`src/rtl/operand_issue_stage_pkg.sv`:
```
// Shared types and constants for the operand issue stage and its load scoreboard.
package operand_issue_stage_pkg;

  localparam int AW    = 6;
  localparam int DW    = 32;
  localparam int OPW   = 8;
  localparam int NREGS = 64;

  typedef logic [AW-1:0] reg_addr_t;
  typedef logic [DW-1:0] data_t;

  // Contents of the one-entry pipeline register presented to execute.
  typedef struct packed {
    reg_addr_t      dst;
    logic           dst_we;
    logic           is_load;
    logic [OPW-1:0] op;
    data_t          a;
    data_t          b;
  } issue_pkt_t;

endpackage

```
`src/rtl/operand_issue_stage_load_scoreboard.sv`:
```
// Load scoreboard: one pending bit per architectural register.
// A bit is set when a load leaves for execute and cleared when its
// write-back arrives. If both happen to one register in the same cycle the
// set wins, because the newly issued load is the one still outstanding.
module load_scoreboard
  import operand_issue_stage_pkg::*;
(
  input  logic      clk,
  input  logic      rst_n,
  input  logic      set_en,
  input  reg_addr_t set_addr,
  input  logic      clr_en,
  input  reg_addr_t clr_addr,
  input  reg_addr_t lk_addr1,
  input  reg_addr_t lk_addr2,
  output logic      lk_hit1,
  output logic      lk_hit2
);

  logic [NREGS-1:0] sb_r;
  logic [NREGS-1:0] sb_nxt_s;

  // Next scoreboard state: apply clear first so a same-address set overrides it.
  always_comb begin
    sb_nxt_s = sb_r;
    if (clr_en) begin
      sb_nxt_s[clr_addr] = 1'b0;
    end else begin
      sb_nxt_s = sb_nxt_s;
    end
    if (set_en) begin
      sb_nxt_s[set_addr] = 1'b1;
    end else begin
      sb_nxt_s = sb_nxt_s;
    end
  end

  // Scoreboard register.
  always_ff @(posedge clk or negedge rst_n) begin
    if (!rst_n) begin
      sb_r <= {NREGS{1'b0}};
    end else begin
      sb_r <= sb_nxt_s;
    end
  end

  // Two lookup ports against the registered state.
  always_comb begin
    lk_hit1 = sb_r[lk_addr1];
    lk_hit2 = sb_r[lk_addr2];
  end

endmodule

```
`src/rtl/operand_issue_stage.sv`:
```
// Operand issue stage: reads the register file, bypasses the write-back
// value, stalls on registers with an outstanding load and holds the operands
// in a one-entry register handed to execute over valid/ready.
module operand_issue_stage
  import operand_issue_stage_pkg::*;
#(
  parameter int DW   = 32,
  parameter int AW   = 6,
  parameter int OPW  = 8,
  parameter int CNTW = 16
) (
  input  logic            clk,
  input  logic            rst_n,
  input  logic            in_valid,
  output logic            in_ready,
  input  logic [AW-1:0]   in_ra1,
  input  logic [AW-1:0]   in_ra2,
  input  logic [AW-1:0]   in_dst,
  input  logic            in_dst_we,
  input  logic            in_is_load,
  input  logic [OPW-1:0]  in_op,
  output logic [AW-1:0]   rf_ra1,
  output logic [AW-1:0]   rf_ra2,
  input  logic [DW-1:0]   rf_rd1,
  input  logic [DW-1:0]   rf_rd2,
  input  logic            wb_we,
  input  logic [AW-1:0]   wb_wa,
  input  logic [DW-1:0]   wb_wd,
  input  logic            flush,
  output logic            out_valid,
  input  logic            out_ready,
  output logic [DW-1:0]   out_a,
  output logic [DW-1:0]   out_b,
  output logic [AW-1:0]   out_dst,
  output logic            out_dst_we,
  output logic            out_is_load,
  output logic [OPW-1:0]  out_op,
  output logic [CNTW-1:0] stall_cnt
);

  issue_pkt_t      pkt_r;
  issue_pkt_t      pkt_nxt_s;
  logic            valid_r;
  logic [CNTW-1:0] stall_cnt_r;
  logic            byp1_s;
  logic            byp2_s;
  logic            hit1_s;
  logic            hit2_s;
  logic            hz_s;
  logic            fire_in_s;
  logic            fire_out_s;
  logic            sb_set_s;

  // Pending-load tracking; only loads that actually hand off to execute count.
  load_scoreboard u_sb (
    .clk      (clk),
    .rst_n    (rst_n),
    .set_en   (sb_set_s),
    .set_addr (pkt_r.dst),
    .clr_en   (wb_we),
    .clr_addr (wb_wa),
    .lk_addr1 (in_ra1),
    .lk_addr2 (in_ra2),
    .lk_hit1  (hit1_s),
    .lk_hit2  (hit2_s)
  );

  // Operand select, hazard detection and handshake decisions.
  always_comb begin
    rf_ra1     = in_ra1;
    rf_ra2     = in_ra2;
    byp1_s     = wb_we && (wb_wa == in_ra1);
    byp2_s     = wb_we && (wb_wa == in_ra2);
    // A write-back landing this cycle satisfies the dependency it resolves.
    hz_s       = in_valid && ((hit1_s && !byp1_s) || (hit2_s && !byp2_s));
    fire_out_s = valid_r && out_ready && !flush;
    // Flush frees the slot, so acceptance ignores the entry being killed.
    in_ready   = (!valid_r || out_ready || flush) && !hz_s;
    fire_in_s  = in_valid && in_ready;
    sb_set_s   = fire_out_s && pkt_r.is_load && pkt_r.dst_we;

    pkt_nxt_s         = '0;
    pkt_nxt_s.dst     = in_dst;
    pkt_nxt_s.dst_we  = in_dst_we;
    pkt_nxt_s.is_load = in_is_load;
    pkt_nxt_s.op      = in_op;
    pkt_nxt_s.a       = byp1_s ? wb_wd : rf_rd1;
    pkt_nxt_s.b       = byp2_s ? wb_wd : rf_rd2;
  end

  // One-entry pipeline register toward execute.
  always_ff @(posedge clk or negedge rst_n) begin
    if (!rst_n) begin
      valid_r <= 1'b0;
      pkt_r   <= '0;
    end else if (fire_in_s) begin
      valid_r <= 1'b1;
      pkt_r   <= pkt_nxt_s;
    end else if (fire_out_s || flush) begin
      valid_r <= 1'b0;
    end else begin
      valid_r <= valid_r;
    end
  end

  // Saturating count of cycles lost to load-use hazards.
  always_ff @(posedge clk or negedge rst_n) begin
    if (!rst_n) begin
      stall_cnt_r <= {CNTW{1'b0}};
    end else if (hz_s && (stall_cnt_r != {CNTW{1'b1}})) begin
      stall_cnt_r <= stall_cnt_r + {{(CNTW-1){1'b0}}, 1'b1};
    end else begin
      stall_cnt_r <= stall_cnt_r;
    end
  end

  // Registered outputs driven straight from the pipeline state.
  always_comb begin
    out_valid   = valid_r;
    out_a       = pkt_r.a;
    out_b       = pkt_r.b;
    out_dst     = pkt_r.dst;
    out_dst_we  = pkt_r.dst_we;
    out_is_load = pkt_r.is_load;
    out_op      = pkt_r.op;
    stall_cnt   = stall_cnt_r;
  end

endmodule

```
`config.mk`:
```
export PLATFORM = sky130hd
export DESIGN_NAME = operand_issue_stage
export DESIGN_NICKNAME = d
export VERILOG_FILES = /design/src/rtl/operand_issue_stage_pkg.sv /design/src/rtl/operand_issue_stage_load_scoreboard.sv /design/src/rtl/operand_issue_stage.sv
export SDC_FILE = /design/constraint.sdc
export NUM_CORES = 1
export LEC_CHECK = 0
export BUFFER_PORTS_ARGS = -buffer_cell sky130_fd_sc_hd__buf_2
export CORE_MARGIN = 2
export CORE_UTILIZATION = 55
export CTS_BUF_LIST = sky130_fd_sc_hd__clkbuf_2 sky130_fd_sc_hd__clkbuf_4 sky130_fd_sc_hd__clkbuf_8
export DETAILED_ROUTE_END_ITERATION = 16
export HOLD_SLACK_MARGIN = 0.08
export PLACE_DENSITY = 0.85
export SETUP_SLACK_MARGIN = 0.05
export SLEW_MARGIN = 25
export SYNTH_ARGS = -nofsm -noshare
export SYNTH_HDL_FRONTEND = slang
export SYNTH_SLANG_ARGS = --single-unit
```
`constraint.sdc`:
```
create_clock -name clk -period 9.28 [get_ports clk]
set_input_delay 1.856 -clock clk [delete_from_list [all_inputs] [get_ports clk]]
set_output_delay 1.856 -clock clk [all_outputs]
set_load 0.01 [all_outputs]
```
; ---- Yosys cells after proc, flatten, opt, wreduce, memory -nomap -nowiden
; Index checks and enable logic that the tools add are counted.
[classes]
reduce_logical = 24
add_sub_neg = 1
n_div = 0
n_bitwise = 3
muxes = 14
order_cmp = 6
eq_ne = 3
n_mul = 0
shift = 0
[op_table]
columns = op, n
row1 = $mux W64, 2
row2 = $and A64 B64 Y64, 1
row3 = $mux W32, 2
row4 = $not A64 Y64, 1
row5 = $or A64 B64 Y64, 1
row6 = $lt A6 B7 Y1 const B, 4
row7 = $add A16 B1 Y16 const B, 1
row8 = $ne A16 B16 Y1 const B, 1
row9 = $logic_and A1 B1 Y1, 14
row10 = $bmux W1 S6, 2
row11 = $demux W1 S6, 2
row12 = $eq A6 B6 Y1, 2
row13 = $ge A6 B1 Y1 const B, 2
row14 = $mux W1, 6
row15 = $logic_not A1 Y1, 5
row16 = $logic_or A1 B1 Y1, 4
row17 = $reduce_bool A2 Y1, 1
[totals]
output_inout_bits = 110
latch_bits = 0
n_memories = 0
word_cells = 60
ff_bits = 161
mem_bits_rw = 0
inputBits = 136
romBits = 0

; ---- Depth between registers and ports, before layout
[depth]
ltp_word = 10
depth_mapped = 13
ltp_nobuf = 7

; ---- Cells and area by module
; A second synthesis with hierarchy kept.
[unflattened]
hier_cells = 761
hier_area_um2 = 8303.0
[modules_own_cells]
columns = mod, area_per_inst_um2, cells_each, seq_area_each_um2, n_inst
row1 = operand_issue_stage, 4505.6, 425, 2427.3, 1
row2 = load_scoreboard, 3797.4, 336, 1601.5, 1

; ---- Worst setup path after synthesis
; No wires, ideal clock.
[synth_path]
path_type = input port to output port
from = in in_ra1[1]
to = out in_ready
arrival_time_ps = 4129
setup_slack_ps = 3295
required_time_ps = 7424
cell_stages = 11
path_buffers = 5
path_cell_list = buf_2 > buf_2 > buf_2 > mux4_2 > o22ai_1 > o221ai_1 > nand4b_1 > or4b_1 > buf_2 > buf_1 > a21oi_1
[synth_via]
elab_chain_cells = 8
elab_cells_between_ends = 10
cone_classes = eq/ne: 1 / mux: 2 / reduce/logical: 7
[synth_rtl]
columns = item, line
row1 = from (decl), operand_issue_stage.sv:16  ; input logic [AW-1:0] in_ra1,
row2 = "parallel branches: the longest is 3 deep, another holds $bmux W1 S6", -
row3 = $logic_and A1 B1 Y1 (*), operand_issue_stage.sv:75  ; hz_s = in_valid && ((hit1_s && !byp1_s) || (hit2_s && !byp2_s));
row4 = $logic_or A1 B1 Y1 (*), operand_issue_stage.sv:75
row5 = $logic_and A1 B1 Y1 (*), operand_issue_stage.sv:75
row6 = $logic_not A1 Y1 (*), operand_issue_stage.sv:78  ; in_ready = (!valid_r || out_ready || flush) && !hz_s;
row7 = $logic_and A1 B1 Y1 (*), operand_issue_stage.sv:78
row8 = to (decl), operand_issue_stage.sv:15  ; output logic in_ready,
; Every way passes the cells marked *. The select of a mux whose other input is x is not followed.

; ---- Worst setup path in the final report
[layout_path]
from = in in_ra1[0]
to = out in_ready
; The elaborated chain is that of the path after synthesis.

==> metrics.csv <==
metric,value,unit
finalWirelength,24690,um
post-route-util,66.28,%
globalRouteTotalUtil,28.48,%
post_synth_edffs,0,
grt_antenna_before_repair,4,
report.final.setup_viol,0,
insertion_delay,0.46,ns
unrepaired_setup_endpoints_after_global_routing,no,
tritoncts,done,
crit_arrival,4.75,ns
hold_viol_final,0,
top_signal_layer_used,met5,
post_synth_mux_area_share,29.27,%
clock_path_buffers,2,
grt_pass1_wl,38720,um
floorplan_die_area,0.01745,mm2
post_layout_nonfiller_instances,1189,
met1_length,9742,um
final_area,0.01057,mm2
timing.max_slew.rel_slack,36.45,%
timing.critical_path.mode_cell,sky130_fd_sc_hd__buf_2,
vias,7092,
cts_hold_buf,0,
flow.area_growth_from_synthesis,17.11,%
report.power.total,2.025,mW
core_box_area,0.01594,mm2
setup.worst_path.class,primary input to primary output,
status,completed,
drt_pre_antenna_iters,5,
routabilityCongestion,0.9618,
fillers,1190,
pre_cts_ws,2.704,ns
regArea,0.004029,mm2
floorplan.initialDensity,56.59,%
dr_wl_met2,11860,um
synth-async-reset-ratio,100.0,%
grt_max_degree,96,
slew_violations,0,
io-pin-count,246,
place_area,0.01014,mm2
floorplan_die_width,132.1,um
number_of_synthesized_register_bits,161,
placedCellCount,1153,
fp.dieH,132.1,um
reg2reg_depth,9,
rows,46,
min_period,6.601,ns
routedWlPerCell,20.77,um
slowest_stage_delay_cp,0.89,ns
post_synth_adder_cell_area,0.1387,%
synth-xor-area-share,2.621,%
post_synth_most_frequent_cells,"sky130_fd_sc_hd__dfrtp_1, sky130_fd_sc_hd__o21ai_0, sky130_fd_sc_hd__mux2_4",
total_negative_setup_slacks,0,ns
finalClockSkew,0.01874,ns
achievable_frequency,151.5,MHz
cts.sinks,161,
synthCells,746,
detail-route-antenna-nets,0,
drt_first_iter_violations,605,
synthTopCellsByArea,"sky130_fd_sc_hd__dfrtp_1, sky130_fd_sc_hd__mux2_4, sky130_fd_sc_hd__mux2_2, sky130_fd_sc_hd__o21ai_0, sky130_fd_sc_hd__mux2i_1",
via_count_of_the_first_global_routing_pass,7219,
post_drt_via_cell_ratio,5.965,
startpoint_class,primary input,
netlist.area_leader.share,44.65,%
clock_transition_at_path_regs,0.08,ns
cts_post_setup_buffers_inserted,0,
total_area_of_multi_input_combinational_cells,0.004558,mm2
slowest_stage,sky130_fd_sc_hd__or4b_1,
final.period_utilization,71.14,%
cts.repair.resized,0,
cts-buffers-inserted,17,
yosys.area_share.simple,8.279,%
h-tree-depth,4,
leakage,4.877,nW
largest_family_of_logic_cells_by_synthesized_area,multiplexers,
grt.overflow.total,0,
synth-seq-area-share,44.65,%
synth_warn,0,
irDropWorstVdd,0.1128,mV
route.detailed.drc,0,
synth_most_common_cell,sky130_fd_sc_hd__dfrtp_1,
final_net_count,1094,
max_cap_violations,0,
path_cells,"buf_2, mux4_2, nor2b_4, a2111oi_4, a2111oi_1, or4b_1, a21oi_1, buf_2",
min-delay-path-class,register to register,
compound_gate_fraction_of_synth_area,10.05,%
ctsRootBufferMaster,sky130_fd_sc_hd__clkbuf_8,
critPathCaptureType,primary output,
holdPathStages,1,
dominantRegCellSynth,sky130_fd_sc_hd__dfrtp_1,
final.hold.worst_slack,0.4933,ns
required,7.42,ns
critPathMaxFanout,18,
layout_cell_share_with_drive_strength_beyond_1,46.60,%
fin_ws,2.679,ns
timing_worst_slew_pin_value,0.9533,ns
synth_area_leader_cell,sky130_fd_sc_hd__dfrtp_1,
routed-wl-met3,2278,um
syn_avg_cell_area,12.09,um2
post_synth_num_cell_types,49,
power_density,191.6,mW/mm2
synthesis.area,0.009022,mm2
hpwl,17450,um
mappedNetlistNets,883,
buffer_ports.inserted,245,
-- logic make-up (layout without fill, tap and decap cells) --
logic type                 Yosys count  in the layout
and+or+nand+nor                    135            135
DFF                                161            161
AOI/OAI and AO/OA                  162            162
muxes                              197            197
buffers and inverters               63            287
adders and majority gates            1              1
other                                0              3
xor gates and xnor gates            27             27
-- sequential cells by signal (all words and copies together) (netlist names) --
register and count:
out_b 32, u_sb.sb_r 64, out_op 8, out_is_load 1, out_valid 1, stall_cnt 16, out_dst 6, out_dst_we 1
out_a 32
-- cells in the final DEF (no fill, tap or decap), types with 4 or more instances in the layout --
| master | synthesis | final |
|---|---|---|
| sky130_fd_sc_hd__buf_2 | 11 | 244 |
| sky130_fd_sc_hd__clkbuf_8 | 0 | 17 |
| sky130_fd_sc_hd__buf_4 | 12 | 5 |
| sky130_fd_sc_hd__xnor2_1 | 24 | 24 |
| sky130_fd_sc_hd__nand2b_1 | 6 | 6 |
| sky130_fd_sc_hd__mux2i_1 | 34 | 34 |
| sky130_fd_sc_hd__nor2b_1 | 13 | 13 |
| sky130_fd_sc_hd__a22oi_1 | 12 | 12 |
| sky130_fd_sc_hd__nand3_1 | 18 | 18 |
| sky130_fd_sc_hd__mux2_2 | 67 | 67 |
| sky130_fd_sc_hd__nand3b_1 | 8 | 8 |
| sky130_fd_sc_hd__mux2_4 | 79 | 79 |
| sky130_fd_sc_hd__nand2_1 | 34 | 34 |
| sky130_fd_sc_hd__nand4b_1 | 4 | 4 |
| sky130_fd_sc_hd__dfrtp_1 | 161 | 161 |
| sky130_fd_sc_hd__nor2_1 | 18 | 17 |
| sky130_fd_sc_hd__nand4_1 | 12 | 12 |
| sky130_fd_sc_hd__inv_6 | 0 | 4 |
| sky130_fd_sc_hd__o21ai_0 | 129 | 129 |
| sky130_fd_sc_hd__a21oi_1 | 6 | 6 |
| sky130_fd_sc_hd__mux4_2 | 15 | 15 |
| sky130_fd_sc_hd__inv_1 | 4 | 4 |
| sky130_fd_sc_hd__clkinvlp_4 | 0 | 4 |
-- worst paths after layout --
path                          startpoint            end  slack [ns]
max reg2reg                u_sb.sb_r[34]      out_a[30]        4.76
min reg2reg                stall_cnt[11]  stall_cnt[11]        0.49
max in group asynchronous          rst_n       out_b[3]        6.42
max                            in_ra1[0]       in_ready        2.68
min in group asynchronous          rst_n  u_sb.sb_r[36]        1.45
min                        stall_cnt[11]  stall_cnt[11]        0.49
-- report_power, final --
group,total [mW],switching (mW),internal (mW),leakage (nW)
combinational,0.571,0.272,0.299,2.63
clock,0.525,0.279,0.246,0.192
sequential,0.929,0.104,0.825,2.06
total,2.02,0.655,1.37,4.88
-- cell type report --
class / instances / area share (%)
Antenna cell: 3 / 0.07105
Clock buffer: 18 / 2.285
Clock inverter: 14 / 1.468
Inverter: 4 / 0.1421
Multi-Input combinational cell: 522 / 43.14
Sequential cell: 161 / 38.13
Tap cell: 216 / 2.558
Timing Repair Buffer: 251 / 12.21
-- worst max-delay path, delay by kind of cell --
kind	cells	cell delay, ns
and+or+nand+nor	2	1.04
muxes	1	0.57
AOI/OAI and AO/OA	3	0.70
buffers and inverters	2	0.56
-- metal layers --
metal | GRT usage (%) | vias to the layer above
met4 | 13.22 | 2
met5 | 0 | -
li1 | - | 3132
met3 | 8.920 | 63
met1 | 36.03 | 3514
met2 | 44.88 | 381
No activity file was read; power rests on OpenSTA's default activity.
